**src/rtl/gpr_dbg_access.sv**
```systemverilog
`timescale 1ns/1ps
// -----------------------------------------------------------------------------
// gpr_dbg_access
//
// Host-to-core register-file access responder. A single read or write request
// from the debug bridge is accepted, the core is asked to halt, and once the
// core acknowledges the halt the access is performed on the GPR file through a
// priority debug port. The result is then returned to the host.
//
// Ports
//   clock, reset              core clock, synchronous active-high reset
//   req_valid/req_ready       host request handshake
//   req_write/addr/wdata      request payload (1 = write, 0 = read)
//   rsp_valid/rsp_ready       response handshake
//   rsp_rdata, rsp_err        read data (or written value), halt-timeout flag
//   halt_req, halt_ack        core stall request / core-is-stalled ack
//   gpr_raddr, gpr_rdata      regfile debug read port (combinational read)
//   gpr_wen/waddr/wdata       regfile debug write port (beats the core port)
//   dbg_state_o               current FSM state, for observation
//
// Handshake rule (both req and rsp): a transfer happens on a rising clock edge
// where valid and ready are both 1. The producer holds valid and its payload
// stable until that edge. ready never depends combinationally on valid.
// -----------------------------------------------------------------------------
module gpr_dbg_access #(
  parameter int XLEN         = 64,
  parameter int NREG         = 32,
  parameter int HALT_TIMEOUT = 255
) (
  input  logic                     clock,
  input  logic                     reset,
  input  logic                     req_valid,
  output logic                     req_ready,
  input  logic                     req_write,
  input  logic [$clog2(NREG)-1:0]  req_addr,
  input  logic [XLEN-1:0]          req_wdata,
  output logic                     rsp_valid,
  input  logic                     rsp_ready,
  output logic [XLEN-1:0]          rsp_rdata,
  output logic                     rsp_err,
  output logic                     halt_req,
  input  logic                     halt_ack,
  output logic [$clog2(NREG)-1:0]  gpr_raddr,
  input  logic [XLEN-1:0]          gpr_rdata,
  output logic                     gpr_wen,
  output logic [$clog2(NREG)-1:0]  gpr_waddr,
  output logic [XLEN-1:0]          gpr_wdata,
  output logic [1:0]               dbg_state_o
);

  localparam int AW = $clog2(NREG);
  localparam int CW = $clog2(HALT_TIMEOUT + 1);

  typedef enum logic [1:0] {
    S_IDLE      = 2'd0,
    S_HALT_WAIT = 2'd1,
    S_ACCESS    = 2'd2,
    S_RESP      = 2'd3
  } state_e;

  state_e            state_q, state_d;
  logic              write_q, write_d;
  logic [AW-1:0]     addr_q,  addr_d;
  logic [XLEN-1:0]   wdata_q, wdata_d;
  logic [XLEN-1:0]   rdata_q, rdata_d;
  logic              err_q,   err_d;
  logic [CW-1:0]     cnt_q,   cnt_d;

  logic              in_access;
  logic              wen_int;

  always_ff @(posedge clock) begin
    if (reset) begin
      state_q <= S_IDLE;
      write_q <= 1'b0;
      addr_q  <= '0;
      wdata_q <= '0;
      rdata_q <= '0;
      err_q   <= 1'b0;
      cnt_q   <= '0;
    end else begin
      state_q <= state_d;
      write_q <= write_d;
      addr_q  <= addr_d;
      wdata_q <= wdata_d;
      rdata_q <= rdata_d;
      err_q   <= err_d;
      cnt_q   <= cnt_d;
    end
  end

  always_comb begin
    state_d = state_q;
    write_d = write_q;
    addr_d  = addr_q;
    wdata_d = wdata_q;
    rdata_d = rdata_q;
    err_d   = err_q;
    cnt_d   = cnt_q;
    case (state_q)
      S_IDLE: begin
        // req_ready is 1 throughout IDLE, so req_valid alone means accept.
        if (req_valid) begin
          write_d = req_write;
          addr_d  = req_addr;
          wdata_d = req_wdata;
          cnt_d   = '0;
          state_d = S_HALT_WAIT;
        end
      end
      S_HALT_WAIT: begin
        cnt_d = cnt_q + CW'(1);
        // An ack in the same cycle as the timeout still wins.
        if (halt_ack) begin
          state_d = S_ACCESS;
        end else if (cnt_q == CW'(HALT_TIMEOUT)) begin
          rdata_d = '0;
          err_d   = 1'b1;
          state_d = S_RESP;
        end
      end
      S_ACCESS: begin
        // x0 is hard-wired zero: reads return 0, writes are dropped silently.
        if (addr_q == '0) begin
          rdata_d = '0;
        end else if (write_q) begin
          rdata_d = wdata_q;
        end else begin
          rdata_d = gpr_rdata;
        end
        err_d   = 1'b0;
        state_d = S_RESP;
      end
      S_RESP: begin
        if (rsp_ready) begin
          state_d = S_IDLE;
        end
      end
      default: state_d = S_IDLE;
    endcase
  end

  // All outputs come from registers or a state decode.
  assign in_access   = (state_q == S_ACCESS);
  assign wen_int     = in_access && write_q && (addr_q != '0);

  assign req_ready   = (state_q == S_IDLE);
  assign halt_req    = (state_q != S_IDLE);
  assign rsp_valid   = (state_q == S_RESP);
  assign rsp_rdata   = rdata_q;
  assign rsp_err     = err_q;
  assign gpr_raddr   = in_access ? addr_q : '0;
  assign gpr_wen     = wen_int;
  assign gpr_waddr   = wen_int ? addr_q : '0;
  assign gpr_wdata   = wen_int ? wdata_q : '0;
  assign dbg_state_o = state_q;

endmodule

```
**config.mk**
```make
export PLATFORM = sky130hd
export DESIGN_NAME = gpr_dbg_access
export DESIGN_NICKNAME = d
export VERILOG_FILES = /design/src/rtl/gpr_dbg_access.sv
export SDC_FILE = /design/constraint.sdc
export NUM_CORES = 1
export LEC_CHECK = 0
export CORE_MARGIN = 2
export CORE_UTILIZATION = 30
export CTS_CLUSTER_SIZE = 25
export DETAILED_ROUTE_END_ITERATION = 6
export GPL_ROUTABILITY_DRIVEN = 0
export PLACE_DENSITY = 0.63
export SLEW_MARGIN = 5
export SYNTH_ARGS = -nofsm -noshare
export SYNTH_HDL_FRONTEND = slang
export SYNTH_SLANG_ARGS = --single-unit
```
**constraint.sdc**
```tcl
create_clock -name clock -period 2.04 [get_ports clock]
set_input_delay 0.51 -clock clock [delete_from_list [all_inputs] [get_ports clock]]
set_output_delay 0.51 -clock clock [all_outputs]
set_load 0.01 [all_outputs]
```
# Yosys cells after proc, flatten, opt, wreduce, memory -nomap -nowiden
# Index checks and enable logic that the tools add are counted.
[word_totals]
ram_bits = 0
ff_bits = 145
latchBits = 0
n_memories = 0
out_inout_bits = 145
rom_bits = 0
[op_classes]
eq_ne = 9
mul = 0
div_mod_pow = 0
bitwise = 0
addsub = 1
shift = 0
order_cmp = 0
n_mux = 18
reduce_logical = 12
[op_table]
columns = ["operator", "count"]
rows = [
  ["two-way mux 64 bit", 5],
  ["case mux 64 bit (2 select lines)", 1],
  ["case mux 8 bit (2 select lines)", 1],
  ["two-way mux 5 bit", 2],
  ["adder 8 x 1 -> 8 bit, second input constant", 1],
  ["equality test 8 bit, second input constant", 1],
  ["two-way mux 2 bit", 4],
  ["two-way mux 8 bit", 1],
  ["case mux 2 bit (4 select lines)", 1],
  ["inequality test 2 bit, second input constant", 3],
  ["AND reduction 3 bit", 2],
  ["nonzero test 2 bit", 3],
  ["logical NOT 5 bit", 1],
  ["nonzero test 5 bit", 1],
  ["equality test 2 bit, second input constant", 2],
  ["AND reduction 2 bit", 2],
  ["inequality test 3 bit, second input constant", 1],
  ["equality test 2 x 1 -> 1 bit, second input constant", 1],
  ["logical AND 1 bit", 2],
  ["logical NOT 2 bit", 1],
  ["two-way mux 1 bit", 2],
  ["inequality test 2 x 1 -> 1 bit, second input constant", 1],
  ["case mux 1 bit (2 select lines)", 1],
]

# Logic depth before layout (Yosys ltp)
[depth]
word_depth = 4
mapped_depth = 9
mapped_depth_nobuf = 6

# Worst setup path before layout
# Ideal clock, no wire load.
[synth_path]
path_kind = "reg-to-output"
from = "register addr_q[4]"
to = "output gpr_wdata[24]"
arrival_time_ns = 1.570
n_path_buf = 2
slack_ns = -0.040
stages_incl_launch_ff = 6
path_cell_list = "dfxtp_1 > or3_4 > o311a_2 > clkbuf_1 > clkbuf_1 > and2_1"
[synth_between]
elab_chain_cells = 3
[synth_rtl]
columns = ["element", "line", "rtl"]
rows = [
  ["start: declaration", "63", "logic [AW-1:0] addr_q, addr_d;"],
  ["start signal: assignment", "84", "addr_q <= addr_d;"],
  ["nonzero test 5 bit", "145", "assign wen_int = in_access && write_q && (addr_q != '0);"],
  ["logical AND 1 bit", "145", ""],
  ["two-way mux 64 bit", "155", "assign gpr_wdata = wen_int ? wdata_q : '0;"],
  ["end: declaration", "47", "output logic [XLEN-1:0] gpr_wdata,"],
]
# Every way passes these cells.

# Final worst setup path
[layout_path]
from = "register addr_q[4]"
to = "output gpr_wdata[16]"
# Same word-level chain as after synthesis.

==> reports/results.txt <==
Synth top area share -> 0.4302
Initial Utilization -> 0.3073
largest delay contributor family on the critical path -> simple AND/OR/NAND/NOR gates
post-route insts no fill -> 1333
Synth Flop Type -> dfxtp_1
critical-path maximum fanout -> 19
unrepaired setup endpoints after global routing -> yes
Initial DRC Count -> 243
status -> complete, but fails checks
fmax -> 380.9 MHz
Avg Inst Size Synth -> 8.961 µm²
cell taking the most area after synthesis -> dfxtp_1
total power -> 9.026 mW
Syn Std Cell Area -> 6748 µm²
reg2reg path depth -> 10
Post-synth EDFFs -> 0
ANT nets after route -> 0
die area -> 23710 µm²
Hold Path Origin -> wdata_q[17]
CP Capture Type -> primary output
Root Buffer -> clkbuf_16
r2r setup slk -> 110 ps
worst path cell trace -> or3_4 -> o311a_4 -> buf_6 -> and2_1 -> dlygate4sd2_1
vias -> 6396
Hold Path Sink -> wdata_q[17]
post-route cell area -> 10640 µm²
minimum clock period -> 2625 ps
Seq/Total Area, Yosys -> 0.4302
Mapped Cells -> 753
# DRC -> 0
Routed WL per cell -> 17.36 µm
final WL -> 23140 µm
Worst Clk Skew -> 12.99 ps
synthesized net count -> 898
worst rel slew slack -> 0.6591
Slew Viols, Final -> 0
Filler cells -> 2153
reg2reg start -> dbg_state_o[0]
first-pass GRT wire length -> 34910 µm
commonest non-fill, non-tap cells in the layout -> 204 x clkdlybuf4s50_1, 142 x nand2_1, 141 x dfxtp_1, 74 x a21oi_1
CTS tree -> built
reported leakage power -> 4.175 nW
ys async rst share -> 0
HP Class -> reg -> reg
post-place instance area -> 9898 µm²
setup ws final -> -585.3 ps
Reg area -> 2910 µm²
type of the worst setup path -> reg -> out
worst r2r dst -> rsp_rdata[49]
GRT Total Usage -> 0.1864
layout cell share with drive strength beyond 1 -> 0.2300
dpl cells -> 1295
most common cell after layout, fill and taps aside -> clkdlybuf4s50_1
worst skew pair latency -> 420 ps
# rows -> 54
Total Nets Final -> 1185
CTS Sinks -> 145
multi-input logic area -> 3441 µm²
Least-Margin Pin Slew -> 511.3 ps
failing checks -> setup timing
Worst setup SP type -> flop
largest net degree at the start of global routing -> 75
core area -> 21960 µm²
clk slew on worst S/H paths -> 60 ps
detailed placement HPWL -> 15640 µm
Crit path arrival time -> 2120 ps
YS warnings -> 0
pwr/cell area -> 848.0 nW/µm²
Levels on crit path -> 5
Max stage delay on crit path -> 380 ps
Synth Register Bits -> 145
MaxCap Viol Count -> 0
grt ovf -> 0
Port Buffer Count -> 283
die height -> 154.0 µm
final setup violation count -> 67
Synth-to-Final Area Change -> 57.74%
Netlist cell types -> 47
worst path required time -> 1530 ps
top cells by area, synth -> dfxtp_1 43%, mux2i_1 9.5%, nand2_1 8.0%
fin crit share -> 1.287
clock buffer depth -> 2
final hold viol count -> 0
Slowest-stage cell, CP -> or3_4
I/O pins -> 284
Num CTS Buffers -> 17
first-pass iteration count of the detailed router -> 5
vias per cell -> 4.798
H-tree Lvls -> 4
width of the chip -> 154.0 µm
WP buf/inv -> 2
initial antenna violation count -> 1
vias in the first global route -> 6276
Peak supply drop -> 0.0004665 V
Hold Crit Depth -> 2
[per-stage QoR]
| step | setup WS [ps] | hold WS, ps | TNS [ps] | util |
|---|---|---|---|---|
| after floorplan | -2.064 | 444.4 | -61.93 | - |
| after global placement | -392.7 | 451.4 | -33570 | 0.4508 |
| after detailed placement | -410.9 | 457.6 | -35410 | 0.4508 |
| after CTS | -593.2 | 466.4 | -34350 | 0.4712 |
| after global routing | -651.1 | 487.1 | -37150 | 0.4847 |
| final | -585.3 | 466.7 | -33140 | 0.4847 |
[repair_timing]
item,4_1_cts,5_1_grt
endpoints found under the setup margin,78,96
pin swaps,0,13
setup buffers,1,1
hold buffers,0,0
gates resized for setup,223,110
cloned,0,4
[cells by family after synthesis]
family | after synthesis | share of synthesized area
DFF | 145 | 0.4302
buffers and inverters | 74 | 0.08159
and+or+nand+nor | 306 | 0.2182
AOI/OAI and AO/OA | 151 | 0.1545
muxes | 65 | 0.09661
xor gates and xnor gates | 6 | 0.007788
adders and majority gates | 6 | 0.01113
[sequential cells by signal (all words and copies together), names as in the netlist]
| register | count |
|---|---|
| addr_q | 5 |
| cnt_q | 8 |
| dbg_state_o | 2 |
| rsp_err | 1 |
| rsp_rdata | 64 |
| wdata_q | 64 |
| write_q | 1 |
[layer usage]
metal / vias up / track usage / share of wire
li1: 3183 / - / -
met1: 3003 / 0.2315 / 0.44
met2: 182 / 0.3143 / 0.48
met3: 28 / 0.04622 / 0.055
met4: 0 / 0.06587 / 0.021
met5: - / 0 / 0
[worst register-to-register path: cells and delay by family, from the launching register on]
| family | cells | cell delay, ps |
|---|---|---|
| buffers and inverters | 5 | 690 |
| and+or+nand+nor | 2 | 240 |
| adders and majority gates | 1 | 160 |
| DFF | 1 | 330 |
| AOI/OAI and AO/OA | 2 | 410 |
[power breakdown]
part           switching, mW  leakage, nW  internal [mW]
logic                   1.45         2.72           1.21
registers              0.212         1.18           3.12
clock network           1.24        0.277           1.80
[worst max path at each step]
stage               startpoint       endpoint
finish               addr_q[4]  gpr_wdata[16]
global route         addr_q[4]  gpr_wdata[22]
CTS                  addr_q[4]  gpr_wdata[42]
detailed placement   addr_q[4]  gpr_wdata[16]
global placement     addr_q[4]  gpr_wdata[16]
floorplan            addr_q[4]  gpr_wdata[24]
[cell usage after synthesis (2+ instances only)]
cell type        n
nand2_1        143
o21ai_0          3
a31o_2          47
inv_1            5
xor2_1           6
ha_1             6
nor2b_1          2
nor2_1           7
and3_1           4
buf_6           11
clkbuf_8         6
and2_1          72
a31o_1          17
dfxtp_1        145
a21boi_0         2
dlygate4sd1_1    3
a21oi_1         74
nand3_1          3
mux2i_1         64
buf_12           3
nor3_1          64
dlygate4sd3_1    3
buf_2            5
clkbuf_1        33
nand4_1          3
[area by class of cell]
class / count / area share
repair buffers: 336 / 0.3150
diodes: 1 / 0.0002351
flip-flops and latches: 145 / 0.2734
inverters: 6 / 0.002116
clock buffers: 18 / 0.04032
well taps: 280 / 0.03291
multi-input cells: 534 / 0.3233
clock inverters: 13 / 0.01270
Note: power is estimated with default switching activity, not from simulation.
